File: src/rtl/bch_frame_loader.sv
// BCH decoder input stage: requests 64-bit words, unpacks them into 8-symbol
// beats (hard bits or soft LLRs) and strips the single padding symbol per frame.
module bch_frame_loader #(
  parameter int DEPTH = 2,
  parameter int LLRW  = 8
) (
  input  logic        clk,
  input  logic        rst,
  input  logic        set,
  input  logic        mode,
  input  logic [1:0]  code,
  input  logic [63:0] idata,
  output logic        ready,
  output logic        busy,
  output logic        o_valid,
  input  logic        o_ready,
  output logic [7:0]  o_hard,
  output logic [63:0] o_llr,
  output logic [3:0]  o_cnt,
  output logic [6:0]  o_idx,
  output logic        o_last
);

  localparam int SYMS = 64 / LLRW;
  localparam int AW   = (DEPTH > 1) ? $clog2(DEPTH) : 1;
  localparam int CW   = $clog2(DEPTH + 1);

  typedef enum logic [1:0] {IDLE, LOAD, DRAIN} state_t;

  state_t         state;
  logic           mode_q;
  logic [7:0]     num_words, num_beats;
  logic [7:0]     req_cnt, cap_cnt, beat_cnt;
  logic [2:0]     sub;
  logic           cap_pend;
  logic [63:0]    mem [DEPTH];
  logic [AW-1:0]  wr_ptr, rd_ptr;
  logic [CW-1:0]  occ;

  logic           push, pop, load, head_avail, last_beat, ready_next;
  logic [63:0]    head, head_sh;
  logic [7:0]     beat_hard;
  logic [63:0]    beat_llr;

  // Frame sizes in words; the soft count is eight times the hard count and
  // also equals the beat count of either mode.
  function automatic logic [7:0] hard_words(input logic [1:0] c);
    case (c)
      2'd1:    return 8'd1;
      2'd2:    return 8'd4;
      default: return 8'd16;
    endcase
  endfunction

  // A requested word lands one cycle after ready; an empty FIFO forwards it
  // straight to the output stage so soft mode streams with only two entries.
  assign push       = cap_pend;
  assign head_avail = (occ != '0) || push;
  assign head       = (occ != '0) ? mem[rd_ptr] : idata;
  assign head_sh    = head << {sub, 3'b000};
  assign last_beat  = (beat_cnt == num_beats - 8'd1);
  assign load       = head_avail && (!o_valid || o_ready) && (state != IDLE);
  assign pop        = load && (mode_q || sub == 3'd7);

  assign ready_next = (state == LOAD) && (req_cnt < num_words) &&
                      ((int'(occ) + int'(push) - int'(pop) + int'(ready)) < DEPTH);

  always_comb begin
    beat_hard = '0;
    beat_llr  = '0;
    if (mode_q) begin
      beat_llr = head;
      for (int s = 0; s < SYMS; s++) beat_hard[SYMS-1-s] = head[63-LLRW*s];
    end else begin
      beat_hard = head_sh[63:56];
    end
    if (last_beat) begin
      beat_hard[0]        = 1'b0;
      beat_llr[LLRW-1:0] = '0;
    end
  end

  // NOTE: storage array has no reset; the pointers and occupancy define validity.
  always_ff @(posedge clk) begin
    if (push) mem[wr_ptr] <= idata;
  end

  // NOTE: all state below uses non-blocking assignments so every register
  // samples pre-edge values regardless of statement order.
  always_ff @(posedge clk) begin
    if (rst) begin
      state     <= IDLE;
      mode_q    <= 1'b0;
      num_words <= '0;
      num_beats <= '0;
      req_cnt   <= '0;
      cap_cnt   <= '0;
      beat_cnt  <= '0;
      sub       <= '0;
      cap_pend  <= 1'b0;
      wr_ptr    <= '0;
      rd_ptr    <= '0;
      occ       <= '0;
      ready     <= 1'b0;
      busy      <= 1'b0;
      o_valid   <= 1'b0;
      o_hard    <= '0;
      o_llr     <= '0;
      o_cnt     <= '0;
      o_idx     <= '0;
      o_last    <= 1'b0;
    end else begin
      cap_pend <= ready;
      ready    <= ready_next;
      if (ready_next) req_cnt <= req_cnt + 8'd1;

      if (push) begin
        wr_ptr  <= (wr_ptr == AW'(DEPTH-1)) ? '0 : wr_ptr + 1'b1;
        cap_cnt <= cap_cnt + 8'd1;
      end
      if (pop) rd_ptr <= (rd_ptr == AW'(DEPTH-1)) ? '0 : rd_ptr + 1'b1;
      occ <= CW'(int'(occ) + int'(push) - int'(pop));

      case (state)
        IDLE: begin
          if (set && code != 2'd0) begin
            state     <= LOAD;
            mode_q    <= mode;
            num_words <= mode ? (hard_words(code) << 3) : hard_words(code);
            num_beats <= hard_words(code) << 3;
            req_cnt   <= '0;
            cap_cnt   <= '0;
            beat_cnt  <= '0;
            sub       <= '0;
            busy      <= 1'b1;
          end
        end
        LOAD: begin
          if (push && cap_cnt == num_words - 8'd1) state <= DRAIN;
        end
        DRAIN: begin
          if (o_valid && o_ready && o_last) begin
            state <= IDLE;
            busy  <= 1'b0;
          end
        end
        default: state <= IDLE;
      endcase

      if (load) begin
        o_valid  <= 1'b1;
        o_hard   <= beat_hard;
        o_llr    <= beat_llr;
        o_cnt    <= last_beat ? 4'd7 : 4'd8;
        o_idx    <= beat_cnt[6:0];
        o_last   <= last_beat;
        beat_cnt <= beat_cnt + 8'd1;
        sub      <= mode_q ? 3'd0 : sub + 3'd1;
      end else if (o_ready) begin
        o_valid <= 1'b0;
      end
    end
  end

endmodule

File: config.mk
export PLATFORM = sky130hd
export DESIGN_NAME = bch_frame_loader
export DESIGN_NICKNAME = d
export VERILOG_FILES = /design/src/rtl/bch_frame_loader.sv
export SDC_FILE = /design/constraint.sdc
export NUM_CORES = 1
export LEC_CHECK = 0
export CAP_MARGIN = 15
export CORE_ASPECT_RATIO = 0.7
export CORE_MARGIN = 2
export CORE_UTILIZATION = 59
export DETAILED_ROUTE_END_ITERATION = 7
export GPL_TIMING_DRIVEN = 0
export PLACE_DENSITY = 0.85
export REMOVE_ABC_BUFFERS = 1
export SYNTH_ARGS = -nofsm -noshare
export SYNTH_HDL_FRONTEND = slang
export SYNTH_SLANG_ARGS = --single-unit
export TNS_END_PERCENT = 100
File: constraint.sdc
create_clock -name clk -period 8.3 [get_ports clk]
set_clock_uncertainty 0.15 [all_clocks]
set_input_delay 1.66 -clock clk [delete_from_list [all_inputs] [get_ports clk]]
set_output_delay 1.66 -clock clk [all_outputs]
set_load 0.1 [all_outputs]
==> impl_metrics.ini, run 1 <==
[critical_path]
crit_type = primary input to register
slowest_stage = nor3b_1
startpoint_type = primary input
max_stage_delay_ns = 0.69
cp_cell_sequence = clkdlybuf4s50_1 > nand2b_1 > nand2_4 > buf_16 > nor2_1 > ha_1 > inv_1 > ha_1 > nor3b_1 > nor2b_1 > nand3_1 > ha_1 > nor4b_1 > a41o_1 > nand2_1 > or4_1 > a21oi_1
crit_fanout = 60
arrival_ns = 6.77
cp_common_cell = ha_1
endpoint_kind = register
path_buf_inv = 3
crit_family = simple AND/OR/NAND/NOR gates
crit_required_ns = 8.60

[clocking]
cts.clk_slew.worst_paths_ns = 0.06
cts_hold_buf = 0
post_cts_buffers = 0
htree_levels = 1
cts-root-buf = clkbuf_16
cts_tree = done
cts-resized-gates = 0
cts_buffer_depth = 3
clk_latency_ns = 0.53
cts_buffers = 25
clock_sinks = 257

[drt]
vias = 9354
ant_nets = 0
met1_length_um = 12800
met3_length_um = 3400
drc = 0
routed_wl_um = 31100
viasPerCell = 6.29
met2WireLength_um = 14100
wl_per_cell_um = 20.9
top_layer = met5
dr.pass1.iters = 6
first_iter_violations = 1181

[logic_synthesis]
seq_area_frac_synth_pct = 55.4
synth.distinct_cells = 70
ys_top_cells_by_count = dfxtp_1, edfxtp_1, nand2_1
yosysMostFrequentCell = dfxtp_1
synth-main-ff-cell = dfxtp_1
synth-seq-cells = 257
ys_top_cells_by_area = edfxtp_1, dfxtp_1, mux2i_1, a21oi_1, nand2_1
yosys.area.top_type_share_pct = 33.2
async_flop_share_pct = 0
syn_inst = 1091
synth_edf_count = 128
synthesis.area_mm2 = 0.0116
avgSynthCellArea_um2 = 10.6
synth_top_area_cell = edfxtp_1
yosysWarnings = 0

[floorplan]
core_mm2 = 0.0191
placementRows = 42
ios = 158
die_h_um = 121
start_util_pct = 60.8
die_w_um = 172
dieArea_mm2 = 0.0208

[place]
detailed_place_hpwl_um = 19400
portBuffers = 157
gp_congestion = 0.850
dp.cells = 1441

[grt]
grt_pass1_vias = 9048
track_usage_pct = 29.6
grt_max_degree = 61
grt-ovfl-total = 0
grt_pass1_wl_um = 47800
antenna_found_initial = 2

[hold_path]
hp-class = register to register

[layout]
drive_gt1_share_pct = 6.78
antenna_cells = 0
regArea_mm2 = 0.00643
syn_to_final_growth_pct = 22.5
stdcell_count = 1488
fillers = 1285
final_nets = 1302
multiInputGateArea_mm2 = 0.00471

[sta]
max_slew.worst_pin.slew_ns = 1.12
period_minus_slack_ns = 6.48
hold_viol_final = 0
fin_crit_sh_pct = 78.0
max_freq_ghz = 0.154
finalSetupViolCount = 0
final_max_slew_viol_count = 0
max_slew_margin_pct = 25.0
rsz0062_at_grt = false

[outcome]
status = complete, no violations

[power_and_ir_drop]
power.leakage_nw = 4.62
total_power_mw = 2.67
vdd_drop_max_mv = 0.149
power.density_mw_per_mm2 = 188

[job]
maxCapViolCount = 0
## state kept, by name, indices dropped and copies added, names as in the netlist, named ones only
register and flops:
req_cnt 8, mode_q 1, o_valid 1, o_cnt 2, beat_cnt 8, cap_cnt 8
occ 2, o_llr 64, state 2, num_words 6, wr_ptr 1, o_idx 7
num_beats 3, ready 1, mem 128, cap_pend 1, o_hard 8, sub 3
busy 1, rd_ptr 1
## where the power goes
part	switching, mW	internal (mW)	total, mW
registers	0.00887	1.34	1.35
clock network	0.488	0.672	1.16
logic	0.0974	0.0630	0.160
## cells by family (layout without fill, tap and decap cells)
kind of cell | count (synthesis) | after routing | synth area share, %
buffers and inverters | 99 | 232 | 4.14
DFF | 257 | 257 | 55.4
AOI/OAI and AO/OA | 248 | 248 | 14.0
and+or+nand+nor | 368 | 368 | 15.4
muxes | 74 | 74 | 6.59
adders and majority gates | 26 | 26 | 2.87
xor gates and xnor gates | 19 | 19 | 1.57
## routing by layer
metal | global-route usage, % | vias to the layer above
li1 | - | 4257
met4 | 8.95 | 4
met1 | 41.4 | 4479
met5 | 0 | -
met2 | 46.2 | 538
met3 | 6.65 | 76
## metrics by stage
| stage | hold slack (ns) | utilization [%] | worst slack [ns] | area, um^2 | TNS (ns) |
|---|---|---|---|---|---|
| final | 0.298 | 74.4 | 1.82 | 14200 | 0 |
| after global routing | 0.319 | 74.4 | 1.37 | 14200 | 0 |
| after CTS | 0.301 | 74.3 | 1.83 | 14200 | 0 |
| after detailed placement | 0.293 | 70.0 | 1.37 | 13300 | 0 |
| after global placement | 0.288 | 68.6 | -0.767 | 13100 | -5.95 |
| after floorplan | 0.280 | - | 1.28 | 11200 | 0 |
## worst reg2reg max path: stages, from the launching register on
cell and delay [ns]:
dfxtp_1 1.06, o32a_1 0.37, nand2_4 0.33, buf_16 0.34
nor2_1 0.29, ha_1 0.18, inv_1 0.04, ha_1 0.20
nor3b_1 0.69, nor2b_1 0.30, nand3_1 0.15, ha_1 0.30
nor4b_1 0.26, a41o_1 0.25, nand2_1 0.30, or4_1 0.57
a21oi_1 0.17
## layout by cell type, fill, tap and decap left out, drive strengths merged, types with 5 or more instances in the layout
| cell type | Yosys | final |
|---|---|---|
| nand4b | 8 | 8 |
| or4 | 7 | 7 |
| a22oi | 18 | 18 |
| or3 | 8 | 8 |
| nor3 | 35 | 35 |
| o21ai | 28 | 28 |
| and3 | 6 | 6 |
| nor2 | 83 | 83 |
| o32ai | 5 | 5 |
| nand4 | 8 | 8 |
| nand3b | 7 | 7 |
| nor2b | 17 | 17 |
| a31oi | 5 | 5 |
| xor2 | 9 | 9 |
| mux2i | 64 | 64 |
| buf | 45 | 12 |
| o31ai | 6 | 6 |
| dfxtp | 129 | 129 |
| a211oi | 26 | 26 |
| nor3b | 8 | 8 |
| clkinv | 1 | 9 |
| edfxtp | 128 | 128 |
| and2 | 9 | 9 |
| clkdlybuf4s50 | 0 | 156 |
| nand3 | 37 | 37 |
| xnor2 | 9 | 9 |
| inv | 17 | 18 |
| a21oi | 106 | 106 |
| o2111ai | 6 | 6 |
| nand2 | 118 | 118 |
| ha | 25 | 25 |
| mux2 | 9 | 9 |
| clkbuf | 36 | 34 |
## path summary, 6_finish.rpt
check,startpoint,end,slack (ns),depth (start not counted)
worst max-delay path,o_ready,req_cnt[7]$_SDFF_PP0_,1.82,17
worst min register to register,o_llr[52]$_SDFFE_PP0P_,o_llr[52]$_SDFFE_PP0P_,0.30,2
worst max register to register,occ[0]$_SDFF_PP0_,req_cnt[7]$_SDFF_PP0_,2.26,16
worst min-delay path,o_llr[52]$_SDFFE_PP0P_,o_llr[52]$_SDFFE_PP0P_,0.30,2
## final cells by class
| cell class | count | area share, % |
|---|---|---|
| clock inverters | 12 | 0.820 |
| well taps | 264 | 2.33 |
| inverters | 18 | 0.476 |
| flip-flops and latches | 257 | 45.3 |
| multi-input cells | 735 | 33.2 |
| clock buffers | 34 | 5.08 |
| repair buffers | 168 | 12.8 |
Note: power is estimated with default switching activity, not from simulation.
==> run 2: changes to the inputs <==
--- a/config.mk
+++ b/config.mk
@@ -8,10 +8,10 @@
 export CAP_MARGIN = 15
 export CORE_ASPECT_RATIO = 0.7
 export CORE_MARGIN = 2
-export CORE_UTILIZATION = 59
+export CORE_UTILIZATION = 55
 export DETAILED_ROUTE_END_ITERATION = 7
 export GPL_TIMING_DRIVEN = 0
-export PLACE_DENSITY = 0.85
+export PLACE_DENSITY = 0.8
 export REMOVE_ABC_BUFFERS = 1
 export SYNTH_ARGS = -nofsm -noshare
 export SYNTH_HDL_FRONTEND = slang
==> constraint.sdc (replaced) <==
create_clock -name clk -period 6.1 [get_ports clk]
set_clock_uncertainty 0.15 [all_clocks]
set_input_delay 1.22 -clock clk [delete_from_list [all_inputs] [get_ports clk]]
set_output_delay 1.22 -clock clk [all_outputs]
set_load 0.1 [all_outputs]
==> impl_metrics.ini, run 2 (synthesis gave the netlist of run 1 again) <==
[outcome]
status = complete, no violations

[critical_path]
startpoint_type = primary input
crit_family = simple AND/OR/NAND/NOR gates
crit_required_ns = 6.38
slowest_stage = fa_1
arrival_ns = 5.79
endpoint_kind = register
cp_common_cell = ha_1
cp_cell_sequence = clkdlybuf4s50_1 > nand2b_1 > nand2_4 > nor2_1 > ha_1 > inv_1 > ha_1 > fa_1 > ha_1 > nand2_1 > ha_1 > nor4b_1 > a41o_1 > nand2_1 > or4_1 > a21oi_1
path_buf_inv = 2
crit_type = primary input to register
max_stage_delay_ns = 0.58
crit_fanout = 46

[clocking]
cts_buffer_depth = 3
htree_levels = 1
clk_latency_ns = 0.51
cts_buffers = 25
cts-root-buf = clkbuf_16
cts_tree = done
clock_sinks = 257
post_cts_buffers = 0
cts.clk_slew.worst_paths_ns = 0.07

[layout]
final_area_mm2 = 0.0142
drive_gt1_share_pct = 6.63
mostFrequentLayoutCells = clkdlybuf4s50_1, edfxtp_1, dfxtp_1, nand2_1, a21oi_1
fillers = 1552
final_nets = 1301
syn_to_final_growth_pct = 22.6
top_regs = mem: 128 flops, o_llr: 64 flops
regMostFlops = mem
largest_reg_flops = 128
final_common_cell = clkdlybuf4s50_1

[sta]
max_freq_ghz = 0.181
max_slew.worst_pin.slew_ns = 1.14
finalSetupViolCount = 0
fin_crit_sh_pct = 90.4
max_slew_margin_pct = 24.1
rsz0062_at_grt = false
hold_viol_final = 0
final_max_slew_viol_count = 0
setup_tns_ns = 0
period_minus_slack_ns = 5.51

[power_and_ir_drop]
power.density_mw_per_mm2 = 258
p_int_mw = 2.87
p_seq_share_pct = 50.0
vdd_drop_max_mv = 0.177
clock_power_share_pct = 44.0
switching_share_pct = 21.6
power.leakage_nw = 4.61
p_sw_mw = 0.790
pwr-share-comb_pct = 5.9

[place]
gp_congestion = 0.819
portBuffers = 157
detailed_place_hpwl_um = 19200
placed_area_mm2 = 0.0134

[job]
maxCapViolCount = 0

[floorplan]
die_w_um = 178
ios = 158
start_util_pct = 56.0
placementRows = 44
dieArea_mm2 = 0.0223
core_mm2 = 0.0207
die_h_um = 125

[grt]
grt_pass1_vias = 8798
antenna_found_initial = 4
grt_max_degree = 70
grt_pass1_wl_um = 47200
track_usage_pct = 26.8
grt-ovfl-total = 0

[drt]
dr.pass1.iters = 5
first_iter_violations = 907
wl_per_cell_um = 20.2
drc = 0
viasPerCell = 6.13
routed_wl_um = 30400
vias = 9198
ant_nets = 0

[hold_path]
hp-class = register to register
## run 2: changes by cell type in the layout (fill, tap and decap cells not counted), moves of 2 or more
cell / change
clkbuf_8: -4
bufinv_16: +3
clkbuf_1: +2
diode_2: +3
## run 2: worst register-to-register path, stage by stage (launching register included)
cell	delay (ns)
dfxtp_1	1.07
o32a_1	0.36
nand2_4	0.36
nor2_1	0.36
ha_1	0.17
inv_1	0.04
ha_1	0.21
fa_1	0.58
ha_1	0.22
nand2_1	0.06
ha_1	0.28
nor4b_1	0.27
a41o_1	0.23
nand2_1	0.26
or4_1	0.57
a21oi_1	0.17
## run 2: metal layers
layer / wire length, um / vias to the layer above / share of wire, % / global-route usage [%]
met4: 644 / 2 / 2.1 / 6.41
li1: - / 4247 / - / -
met1: 13700 / 4475 / 45 / 39.2
met2: 13300 / 411 / 44 / 40.1
met3: 2770 / 63 / 9.1 / 6.63
met5: 13 / - / 0.043 / 0
## run 2: power groups by stage
stage	logic [mW]	clock network [mW]	registers, mW
after global placement	0.195	0	1.88
after global routing	0.234	1.69	1.83
final	0.217	1.61	1.83
after CTS	0.214	1.62	1.83
after floorplan	0.0821	0	1.88
after detailed placement	0.211	0	1.87
## run 2: worst paths after layout
check	from	to	slack, ns	cells after the start
setup / recovery	o_ready	req_cnt[7]$_SDFF_PP0_	0.59	16
hold / removal	o_llr[60]$_SDFFE_PP0P_	o_llr[60]$_SDFFE_PP0P_	0.30	2
setup reg to reg	occ[0]$_SDFF_PP0_	req_cnt[7]$_SDFF_PP0_	0.65	15
hold reg to reg	o_llr[60]$_SDFFE_PP0P_	o_llr[60]$_SDFFE_PP0P_	0.30	2
## run 2: area by class of cell
class	instances	area [um^2]	share of cell area, %
well taps	276	345	2.43
flip-flops and latches	257	6430	45.3
clock inverters	14	194	1.37
multi-input cells	735	4720	33.2
diodes	3	7.51	0.0528
repair buffers	167	1790	12.6
clock buffers	31	648	4.56
inverters	18	67.6	0.476
## run 2: through the flow
| stage | std cells | utilization (%) | setup slack [ns] | hold WS (ns) | total power [mW] |
|---|---|---|---|---|---|
| after floorplan | 1010 | - | -0.485 | 0.280 | 1.96 |
| after global placement | 1443 | 63.3 | -2.58 | 0.288 | 2.07 |
| after detailed placement | 1453 | 64.5 | -0.180 | 0.295 | 2.08 |
| after CTS | 1498 | 68.6 | 0.311 | 0.303 | 3.67 |
| after global routing | 1499 | 68.6 | 0.221 | 0.315 | 3.76 |
| final | 1501 | 68.6 | 0.587 | 0.301 | 3.66 |
## run 2: repair_timing
item / 4_1_cts / 5_1_grt
hold buffers: 0 / 0
setup endpoints to repair: 0 / 6
hold endpoints to repair: 0 / 0
resized for setup: 0 / 2
==> run 3: changes to the inputs <==
--- a/config.mk
+++ b/config.mk
@@ -13,6 +13,7 @@
 export GPL_TIMING_DRIVEN = 0
 export PLACE_DENSITY = 0.8
 export REMOVE_ABC_BUFFERS = 1
+export SETUP_SLACK_MARGIN = 0.15
 export SYNTH_ARGS = -nofsm -noshare
 export SYNTH_HDL_FRONTEND = slang
 export SYNTH_SLANG_ARGS = --single-unit
==> results of run 3 <==
Final layout, timing and power as in run 2 (identical DEF).
